<file path="src/rtl/enc8b10b_pkg.sv">
// Shared 8b/10b code tables (RD- forms) and control-character legality.
package enc8b10b_pkg;

  typedef logic [9:0] code10_t;

  // 5b/6b code as seen from RD-, bits abcdei with 'a' in the MSB
  function automatic logic [5:0] enc6_rdm(input logic [4:0] x);
    logic [5:0] c;
    case (x)
      5'd0:  c = 6'b100111;  5'd1:  c = 6'b011101;  5'd2:  c = 6'b101101;
      5'd3:  c = 6'b110001;  5'd4:  c = 6'b110101;  5'd5:  c = 6'b101001;
      5'd6:  c = 6'b011001;  5'd7:  c = 6'b111000;  5'd8:  c = 6'b111001;
      5'd9:  c = 6'b100101;  5'd10: c = 6'b010101;  5'd11: c = 6'b110100;
      5'd12: c = 6'b001101;  5'd13: c = 6'b101100;  5'd14: c = 6'b011100;
      5'd15: c = 6'b010111;  5'd16: c = 6'b011011;  5'd17: c = 6'b100011;
      5'd18: c = 6'b010011;  5'd19: c = 6'b110010;  5'd20: c = 6'b001011;
      5'd21: c = 6'b101010;  5'd22: c = 6'b011010;  5'd23: c = 6'b111010;
      5'd24: c = 6'b110011;  5'd25: c = 6'b100110;  5'd26: c = 6'b010110;
      5'd27: c = 6'b110110;  5'd28: c = 6'b001110;  5'd29: c = 6'b101110;
      5'd30: c = 6'b011110;  default: c = 6'b101011;
    endcase
    return c;
  endfunction

  // 3b/4b data code entered at RD-, bits fghj ('f' in the MSB), primary D.x.7
  function automatic logic [3:0] enc4_rdm(input logic [2:0] y);
    logic [3:0] c;
    case (y)
      3'd0: c = 4'b1011;  3'd1: c = 4'b1001;  3'd2: c = 4'b0101;  3'd3: c = 4'b1100;
      3'd4: c = 4'b1101;  3'd5: c = 4'b1010;  3'd6: c = 4'b0110;  default: c = 4'b1110;
    endcase
    return c;
  endfunction

  // K28.y trailer when the 3b/4b block is entered at RD-; always inverted at RD+
  function automatic logic [3:0] k28_4b_rdm(input logic [2:0] y);
    logic [3:0] c;
    case (y)
      3'd0: c = 4'b1011;  3'd1: c = 4'b0110;  3'd2: c = 4'b1010;  3'd3: c = 4'b1100;
      3'd4: c = 4'b1101;  3'd5: c = 4'b0101;  3'd6: c = 4'b1001;  default: c = 4'b0111;
    endcase
    return c;
  endfunction

  function automatic logic k_legal(input logic [7:0] b);
    return (b[4:0] == 5'd28) || (b == 8'hF7) || (b == 8'hFB) ||
           (b == 8'hFD) || (b == 8'hFE);
  endfunction

endpackage

</file>
<file path="src/rtl/enc_8b10b_lane.sv">
// Combinational single-byte 8b/10b encoder with disparity in/out.
module enc_8b10b_lane
  import enc8b10b_pkg::*;
(
  input  logic [7:0] din_i,
  input  logic       k_i,
  input  logic       rd_i,
  output code10_t    code_o,
  output logic       rd_o,
  output logic       kerr_o
);

  logic [4:0] x;
  logic [2:0] y;
  logic       kv, bal6, bal4, rd_mid, alt7;
  logic [5:0] c6;
  logic [3:0] c4;

  always_comb begin
    x      = din_i[4:0];
    y      = din_i[7:5];
    kerr_o = k_i & ~k_legal(din_i);
    kv     = k_i & ~kerr_o;

    c6     = (kv && x == 5'd28) ? 6'b001111 : enc6_rdm(x);
    bal6   = ($countones(c6) == 3);
    rd_mid = rd_i ^ ~bal6;

    // D.x.7 switches to A7 where P7 would extend e,i into a run of five
    alt7 = (y == 3'd7) && (rd_mid ? (x == 5'd11 || x == 5'd13 || x == 5'd14)
                                  : (x == 5'd17 || x == 5'd18 || x == 5'd20));
    if (kv && x == 5'd28)  c4 = k28_4b_rdm(y);
    else if (kv || alt7)   c4 = 4'b0111;
    else                   c4 = enc4_rdm(y);
    bal4 = ($countones(c4) == 2);
    rd_o = rd_mid ^ ~bal4;

    // D.07 and D.x.3 are balanced but still have a distinct RD+ form
    code_o[9:4] = (rd_i && (!bal6 || x == 5'd7)) ? ~c6 : c6;
    code_o[3:0] = (rd_mid && (kv || !bal4 || y == 3'd3)) ? ~c4 : c4;
  end

endmodule

</file>
<file path="src/rtl/encoder_8b10b_stream.sv">
// Registered multi-lane 8b/10b encoder with valid/ready handshake and held running disparity.
module encoder_8b10b_stream
  import enc8b10b_pkg::*;
#(
  parameter int   LANES   = 2,
  parameter logic RD_INIT = 1'b0
) (
  input  logic                  CLK,
  input  logic                  RST,
  input  logic                  S_VALID,
  output logic                  S_READY,
  input  logic [LANES-1:0]      K,
  input  logic [8*LANES-1:0]    D_IN,
  output logic                  M_VALID,
  input  logic                  M_READY,
  output logic [10*LANES-1:0]   D_OUT,
  output logic [LANES-1:0]      KERR,
  output logic                  RD
);

  logic [LANES:0]          rd_c;
  logic [10*LANES-1:0]     code_w;
  logic [LANES-1:0]        kerr_w;
  logic                    m_valid_q, m_valid_d, rd_q, rd_d, accept;
  logic [10*LANES-1:0]     d_out_q, d_out_d;
  logic [LANES-1:0]        kerr_q, kerr_d;

  assign rd_c[0] = rd_q;

  for (genvar i = 0; i < LANES; i++) begin : g_lane
    enc_8b10b_lane u_lane (
      .din_i  (D_IN[8*i +: 8]),
      .k_i    (K[i]),
      .rd_i   (rd_c[i]),
      .code_o (code_w[10*i +: 10]),
      .rd_o   (rd_c[i+1]),
      .kerr_o (kerr_w[i])
    );
  end

  assign S_READY = !m_valid_q || M_READY;
  assign accept  = S_VALID && S_READY;

  always_comb begin
    m_valid_d = m_valid_q;
    d_out_d   = d_out_q;
    kerr_d    = kerr_q;
    rd_d      = rd_q;
    if (accept) begin
      m_valid_d = 1'b1;
      d_out_d   = code_w;
      kerr_d    = kerr_w;
      rd_d      = rd_c[LANES];
    end else if (M_READY) begin
      m_valid_d = 1'b0;
    end
  end

  always_ff @(posedge CLK) begin
    if (RST) begin
      m_valid_q <= 1'b0;
      d_out_q   <= '0;
      kerr_q    <= '0;
      rd_q      <= RD_INIT;
    end else begin
      m_valid_q <= m_valid_d;
      d_out_q   <= d_out_d;
      kerr_q    <= kerr_d;
      rd_q      <= rd_d;
    end
  end

  assign M_VALID = m_valid_q;
  assign D_OUT   = d_out_q;
  assign KERR    = kerr_q;
  assign RD      = rd_q;

endmodule

</file>
<file path="config.mk">
export PLATFORM = sky130hd
export DESIGN_NAME = encoder_8b10b_stream
export DESIGN_NICKNAME = d
export VERILOG_FILES = /design/src/rtl/enc8b10b_pkg.sv /design/src/rtl/enc_8b10b_lane.sv /design/src/rtl/encoder_8b10b_stream.sv
export SDC_FILE = /design/constraint.sdc
export NUM_CORES = 1
export LEC_CHECK = 0
export ABC_AREA = 1
export BUFFER_PORTS_ARGS = -buffer_cell sky130_fd_sc_hd__buf_2
export CORE_ASPECT_RATIO = 0.6
export CORE_MARGIN = 4
export CORE_UTILIZATION = 36
export DETAILED_ROUTE_END_ITERATION = 16
export SETUP_SLACK_MARGIN = 0.15
export SLEW_MARGIN = 20
export SYNTH_ARGS = -nofsm -noshare
export SYNTH_HDL_FRONTEND = slang
export SYNTH_HIERARCHICAL = 1
export SYNTH_SLANG_ARGS = --single-unit
</file>
<file path="constraint.sdc">
create_clock -name CLK -period 14.6 [get_ports CLK]
set_clock_uncertainty 0.05 [all_clocks]
set_input_delay 2.92 -clock CLK [delete_from_list [all_inputs] [get_ports CLK]]
set_output_delay 2.92 -clock CLK [all_outputs]
set_load 0.1 [all_outputs]
</file>
; Word-level counts from Yosys, hierarchy flattened
; Memories as Yosys holds them, arrays and structs flattened.
; Cells that the tools add are included.
; W data, S select, Z words.
[word_totals]
register_bits = 24
latch_bits = 0
mem_bits_rw = 0
rom_bits = 384
word_cells = 144
memories = 2
[memory_table]
columns = memory, words, word_bits, read_ports, rd_clocked_by_memory_dff, write_ports, line_no
row1 = (name not given), 32, 6, 1, 0, 0, enc8b10b_pkg.sv:9  ; case (x)
row2 = (name not given), 32, 6, 1, 0, 0, enc8b10b_pkg.sv:9
[classes]
addsub = 16
multipliers = 0
div = 0
order_cmp = 0
eq_ne = 42
shift = 0
mux = 18
bitwise_logic = 20
n_reduce_logical = 42
[op_table]
columns = op, count
row1 = $add A32 B32 Y32, 6
row2 = $eq A32 B3 Y1 const B, 4
row3 = $pmux W4 S7, 4
row4 = $eq A8 B8 Y1 const B, 8
row5 = $eq A5 B5 Y1 const B, 8
row6 = $eq A5 B4 Y1 const B, 6
row7 = $logic_or A1 B1 Y1, 25
row8 = $eq A3 B3 Y1 const B, 8
row9 = $mux W4, 6
row10 = $mux W6, 4
row11 = $add A1 B1 Y2, 10
row12 = $eq A3 B2 Y1 const B, 4
row13 = $not A6 Y6, 2
row14 = $eq A5 B3 Y1 const B, 2
row15 = $logic_and A1 B1 Y1, 9
row16 = $not A1 Y1, 8
row17 = $not A4 Y4, 2
row18 = $eq A3 B1 Y1 const B, 2
row19 = $logic_not A3 Y1, 2
row20 = $logic_not A1 Y1, 5
row21 = $and A1 B1 Y1, 4
row22 = $mux W1, 4
row23 = $xor A1 B1 Y1, 4
row24 = $reduce_bool A2 Y1, 1

; Longest topological paths before layout
[depth]
ltp_word = 41
ltp_mapped = 52
ltp_nobuf = 52

; By module
; Netlist, hierarchy kept.
[by_module_without_submodules]
columns = module, n_inst, cells_each, area_per_inst_um2, seq_area_each_um2
row1 = encoder_8b10b_stream, 1, 156, 1084.8, 480.5
row2 = enc_8b10b_lane at g_lane[0].u_lane, 1, 172, 1011.0, 0.0
row3 = enc_8b10b_lane at g_lane[1].u_lane, 1, 164, 932.1, 0.0

; Least setup slack after synthesis
; Ideal clock, no wire load.
[synth_timing]
path_type = input to register
start = input D_IN[0]
end = register d_out_q[12], in the netlist D_OUT[12]
arrival_time_ps = 10423
path_slack_ps = 4061
cell_stages = 48
path_cell_list = inv_1 > ha_1 > nand3_1 > o21a_1 > a31oi_1 > nor2_1 > nand2_1 > inv_1 > fa_1 > fa_1 > inv_1 > ha_1 > inv_1 > fa_1 > nor2_1 > nand2_1 > nand2_1 > nand3_1 > [12 not listed] > inv_1 > nand2_1 > nand3_1 > nand3_1 > nand2_1 > inv_1 > fa_1 > ha_1 > ha_1 > or3b_2 > nor2_1 > nand2_1 > nand2_1 > xnor2_1 > inv_1 > nand3_1 > nand2_1 > nor2_1
[synth_between]
elab_chain_cells = 41
word_cells_on_any_way = 61
cone_classes = add/sub: 11 / eq/ne: 14 / mux: 8 / bitwise: 10 / reduce/logical: 17 / memory: 1
[synth_lines]
columns = element, line_no
row1 = start: declaration, encoder_8b10b_stream.sv:13  ; input logic [8*LANES-1:0] D_IN,
row2 = $eq A8 B8 Y1 or $eq A5 B5 Y1 (tied branches), "enc8b10b_pkg.sv:46, enc_8b10b_lane.sv:25, enc_8b10b_lane.sv:32"
row3 = $logic_or A1 B1 Y1 (3 in a row), enc8b10b_pkg.sv:46  ; return (b[4:0] == 5'd28) || (b == 8'hF7) || (b == 8'hFB) ||
row4 = $logic_or A1 B1 Y1, enc8b10b_pkg.sv:47  ; (b == 8'hFD) || (b == 8'hFE);
row5 = $not A1 Y1, enc_8b10b_lane.sv:22  ; kerr_o = k_i & ~k_legal(din_i);
row6 = $and A1 B1 Y1, enc_8b10b_lane.sv:22
row7 = $not A1 Y1, enc_8b10b_lane.sv:23  ; kv = k_i & ~kerr_o;
row8 = $and A1 B1 Y1, enc_8b10b_lane.sv:23
row9 = $logic_and A1 B1 Y1, "enc_8b10b_lane.sv:25, enc_8b10b_lane.sv:32"
row10 = [17 not listed], --
row11 = net rd_c[1], encoder_8b10b_stream.sv:21  ; logic [LANES:0] rd_c;
row12 = [6 not listed], --
row13 = $add A1 B1 Y2 (implied by the code), enc_8b10b_lane.sv:35  ; bal4 = ($countones(c4) == 2);
row14 = $add A32 B32 Y32 (implied by the code), enc_8b10b_lane.sv:35
row15 = $eq A32 B3 Y1, enc_8b10b_lane.sv:35
row16 = $logic_not A1 Y1, enc_8b10b_lane.sv:40  ; code_o[3:0] = (rd_mid && (kv || !bal4 || y == 3'd3)) ? ~c4 : c4;
row17 = $logic_or A1 B1 Y1 (2 in a row), enc_8b10b_lane.sv:40
row18 = $logic_and A1 B1 Y1, enc_8b10b_lane.sv:40
row19 = $mux W4 (*), enc_8b10b_lane.sv:40
row20 = net code_w[12], encoder_8b10b_stream.sv:22  ; logic [10*LANES-1:0] code_w;
row21 = end signal: assignment, encoder_8b10b_stream.sv:67  ; d_out_q <= d_out_d;
row22 = end: declaration, encoder_8b10b_stream.sv:25  ; logic [10*LANES-1:0] d_out_q, d_out_d;
; The timed path passes the listed nets; every way through them passes the cells marked *.
; A chain may end at the register's enable or synchronous reset.

; Worst setup path after layout
[layout_timing]
start = input D_IN[0]
end = register d_out_q[11], in the netlist D_OUT[11]
; The elaborated chain is that of the path after synthesis.

==> flow_summary.yaml <==
timing:
  finalHoldViolations: 0
  finalCritPeriodShare_pct: 76.6
  setup_tns_ns: 0
  slew_headroom_pct: 41.3
  fin_crit_ns: 11.19
  clock.fmax_ghz: 0.0894
  rsz0062_at_grt: "no"
  worst_pin_slew_ns: 0.878
  maxSlewViolCount: 0
  setup_violations: 0
setup_path:
  worst_setup_path_end_kind: "flop"
  cp_max_fo: 6
  r2r_cells: 35
  cp.required_ns: 14.76
  crit_top_cell: "nand2_1"
  worst_r2r_endpoint: "D_OUT[11]$_SDFFE_PP0P_"
  startpoint: "D_IN[0]"
  r2r_slack_ns: 8.72
  slowest_stage: "fa_1"
  crit_path_max_incr_delay_ns: 0.55
  arrival_ns: 11.35
  reg2reg_from: "RD$_SDFFE_PP0P_"
  path_class: "input port to flop"
  worst_setup_path_start_kind: "input port"
power_and_ir_drop:
  p_sw_share_pct: 55.4
  leakage_nw: 1.89
  p_comb_share_pct: 68.7
  switchingPower_mw: 0.302
  intPower_mw: 0.242
  ir_drop_uv: 122
  clock_power_share_pct: 15.2
  p_seq_share_pct: 16.1
  powerDensity_nw_per_um2: 162
synth:
  synth_area_um2: 3030
  synth_xor_area_share_pct: 4.05
  yosysMostFrequentCell: "nand2_1"
  synthTopCellsByArea: "dfxtp_1 16%, nand2_1 15%, nand3_1 11%"
  synthAdderAreaFrac_pct: 14.4
  synth_top_cell_by_area: "dfxtp_1"
  seq_area_frac_synth_pct: 15.9
  syn-num-nets: 544
  synth-compound-area-share_pct: 14.2
  syn_inst: 492
  synthDistinctLibCells: 39
  synth_top_area_share_pct: 15.9
  ys.flop_type: "dfxtp_1"
  synth_common_cells: "122 x nand2_1, 78 x inv_1, 66 x nand3_1"
  ys_seq_elements: 24
  syn_avg_cell_area_um2: 6.15
  yosys_warnings: 6
  synthMuxAreaShare_pct: 0
  synth_edf_count: 0
  synth_top_family_by_area: "simple AND/OR/NAND/NOR gates"
  async_flop_share_pct: 0
  yosys.area_share.simple_pct: 36.7
floorplanning:
  die_x_um: 126
  die_h_um: 79.0
  io_pins: 47
  dieArea_um2: 9990
  start_util_pct: 37.7
  design.core.area_um2: 8040
  rows: 25
clock_network:
  path_clk_slew_ns: 0.07
  cts_resized: 0
  h-tree-depth: 1
  insertion_delay_ns: 0.27
  cts_hold_buf: 0
  numCtsBuffers: 3
  clockRootBuffer: "clkbuf_16"
  clockBufferDepth: 2
  cts.sinks: 24
  cts_tree: "built"
  post_cts_buffers: 0
cells_and_area:
  num_antenna_cells: 0
  syn_to_final_growth_pct: 11.1
  stdcell_count: 634
  drive_gt1_share_pct: 14.4
  nets: 579
  filler_cell_count: 871
detailed_routing:
  vias: 3027
  dr.pass1.iters: 4
  remaining_drc_errors: 0
  viasPerCell: 4.77
  drtAntennaViolNets: 0
  wirelength_um: 7750
  wl_per_cell_um: 12.2
  drt_iter0_markers: 187
placement:
  port_buffers: 46
  dp_hpwl_um: 6150
  place.gp.congestion: 0.933
  dp_cells: 630
run_status:
  status: "completed"
grt:
  first_global_vias: 2856
  grt_max_degree: 49
  antenna_found_initial: 0
  grt_pass1_wl_um: 13500
  grt_overflow_total: 0
  grt_usage_pct: 16.1
worst_hold_path:
  min_from: "D_OUT[12]$_SDFFE_PP0P_"
  min_path_type: "flop to flop"
  hold_depth: 2
  min_to: "D_OUT[12]$_SDFFE_PP0P_"
job:
  drv_cap: 0
## power groups by stage
| stage | clock, mW | sequential [mW] | combinational, mW |
|---|---|---|---|
| final | 0.0826 | 0.0876 | 0.374 |
| after global routing | 0.0880 | 0.0892 | 0.425 |
| after CTS | 0.0859 | 0.0878 | 0.376 |
| after detailed placement | 0 | 0.0892 | 0.374 |
| after global placement | 0 | 0.0889 | 0.371 |
| after floorplan | 0 | 0.190 | 0.212 |
## flip-flops by register name, indices dropped and copies added, names as in the netlist
| signal | count |
|---|---|
| M_VALID | 1 |
| D_OUT | 20 |
| KERR | 2 |
| RD | 1 |
## worst max path at each step
stage,end,cells past startpoint
floorplan,D_OUT[12]$_SDFFE_PP0P_,48
global placement,D_OUT[11]$_SDFFE_PP0P_,51
detailed placement,D_OUT[11]$_SDFFE_PP0P_,51
CTS,D_OUT[11]$_SDFFE_PP0P_,51
global route,D_OUT[11]$_SDFFE_PP0P_,52
finish,D_OUT[11]$_SDFFE_PP0P_,51
## through the flow
stage	utilization [%]	instance area, um^2	power [mW]	worst slack, ns	hold WS (ns)
finish	41.9	3360	0.544	3.41	0.424
global route	41.9	3360	0.602	2.50	0.446
CTS	41.9	3360	0.550	3.42	0.431
detailed placement	40.5	3260	0.463	3.15	0.413
global placement	40.5	3260	0.460	3.42	0.405
floorplan	-	3030	0.402	4.06	0.909
## layout make-up
type | instances | area (um^2) | area share (%)
Multi-Input combinational cell | 368 | 2100 | 62.4
Sequential cell | 24 | 480 | 14.3
Inverter | 84 | 315 | 9.37
Timing Repair Buffer | 46 | 230 | 6.84
Tap cell | 108 | 135 | 4.02
Clock buffer | 3 | 75.1 | 2.23
Clock inverter | 1 | 30.0 | 0.893
## layer usage
| layer | vias to the layer above | wire [um] | global-route usage [%] | part of all wire, % |
|---|---|---|---|---|
| li1 | 1628 | - | - | - |
| met2 | 48 | 3150 | 23.7 | 41 |
| met3 | 5 | 385 | 3.63 | 5.0 |
| met4 | 0 | 34 | 1.93 | 0.44 |
| met5 | - | 0 | 0 | 0 |
| met1 | 1346 | 4180 | 24.3 | 54 |
## logic make-up after synthesis
kind of cell / after synthesis
adder cells (fa/ha/maj): 30
flip-flops: 24
AO/OA/AOI/OAI: 71
AND/OR/NAND/NOR: 253
buffers and inverters: 100
XOR/XNOR: 14
## layout by cell type, fill, tap and decap left out, types with 8 or more instances in the layout
cell,Yosys,routed
ha_1,22,22
nand2_1,122,122
dfxtp_1,24,24
nor2_1,48,48
fa_1,8,8
nand3_1,66,66
a21oi_1,31,31
xor2_1,10,10
inv_1,78,78
buf_2,5,46
o21ai_0,21,21
## worst max-delay path: cells and delay by family
family / cells / cell delay, ns
fa+ha+maj: 11 / 3.81
simple gates: 26 / 3.23
buf+inv: 11 / 0.91
compound gates: 2 / 0.24
xor+xnor: 1 / 0.22
Power figures use the tool's default switching activity.
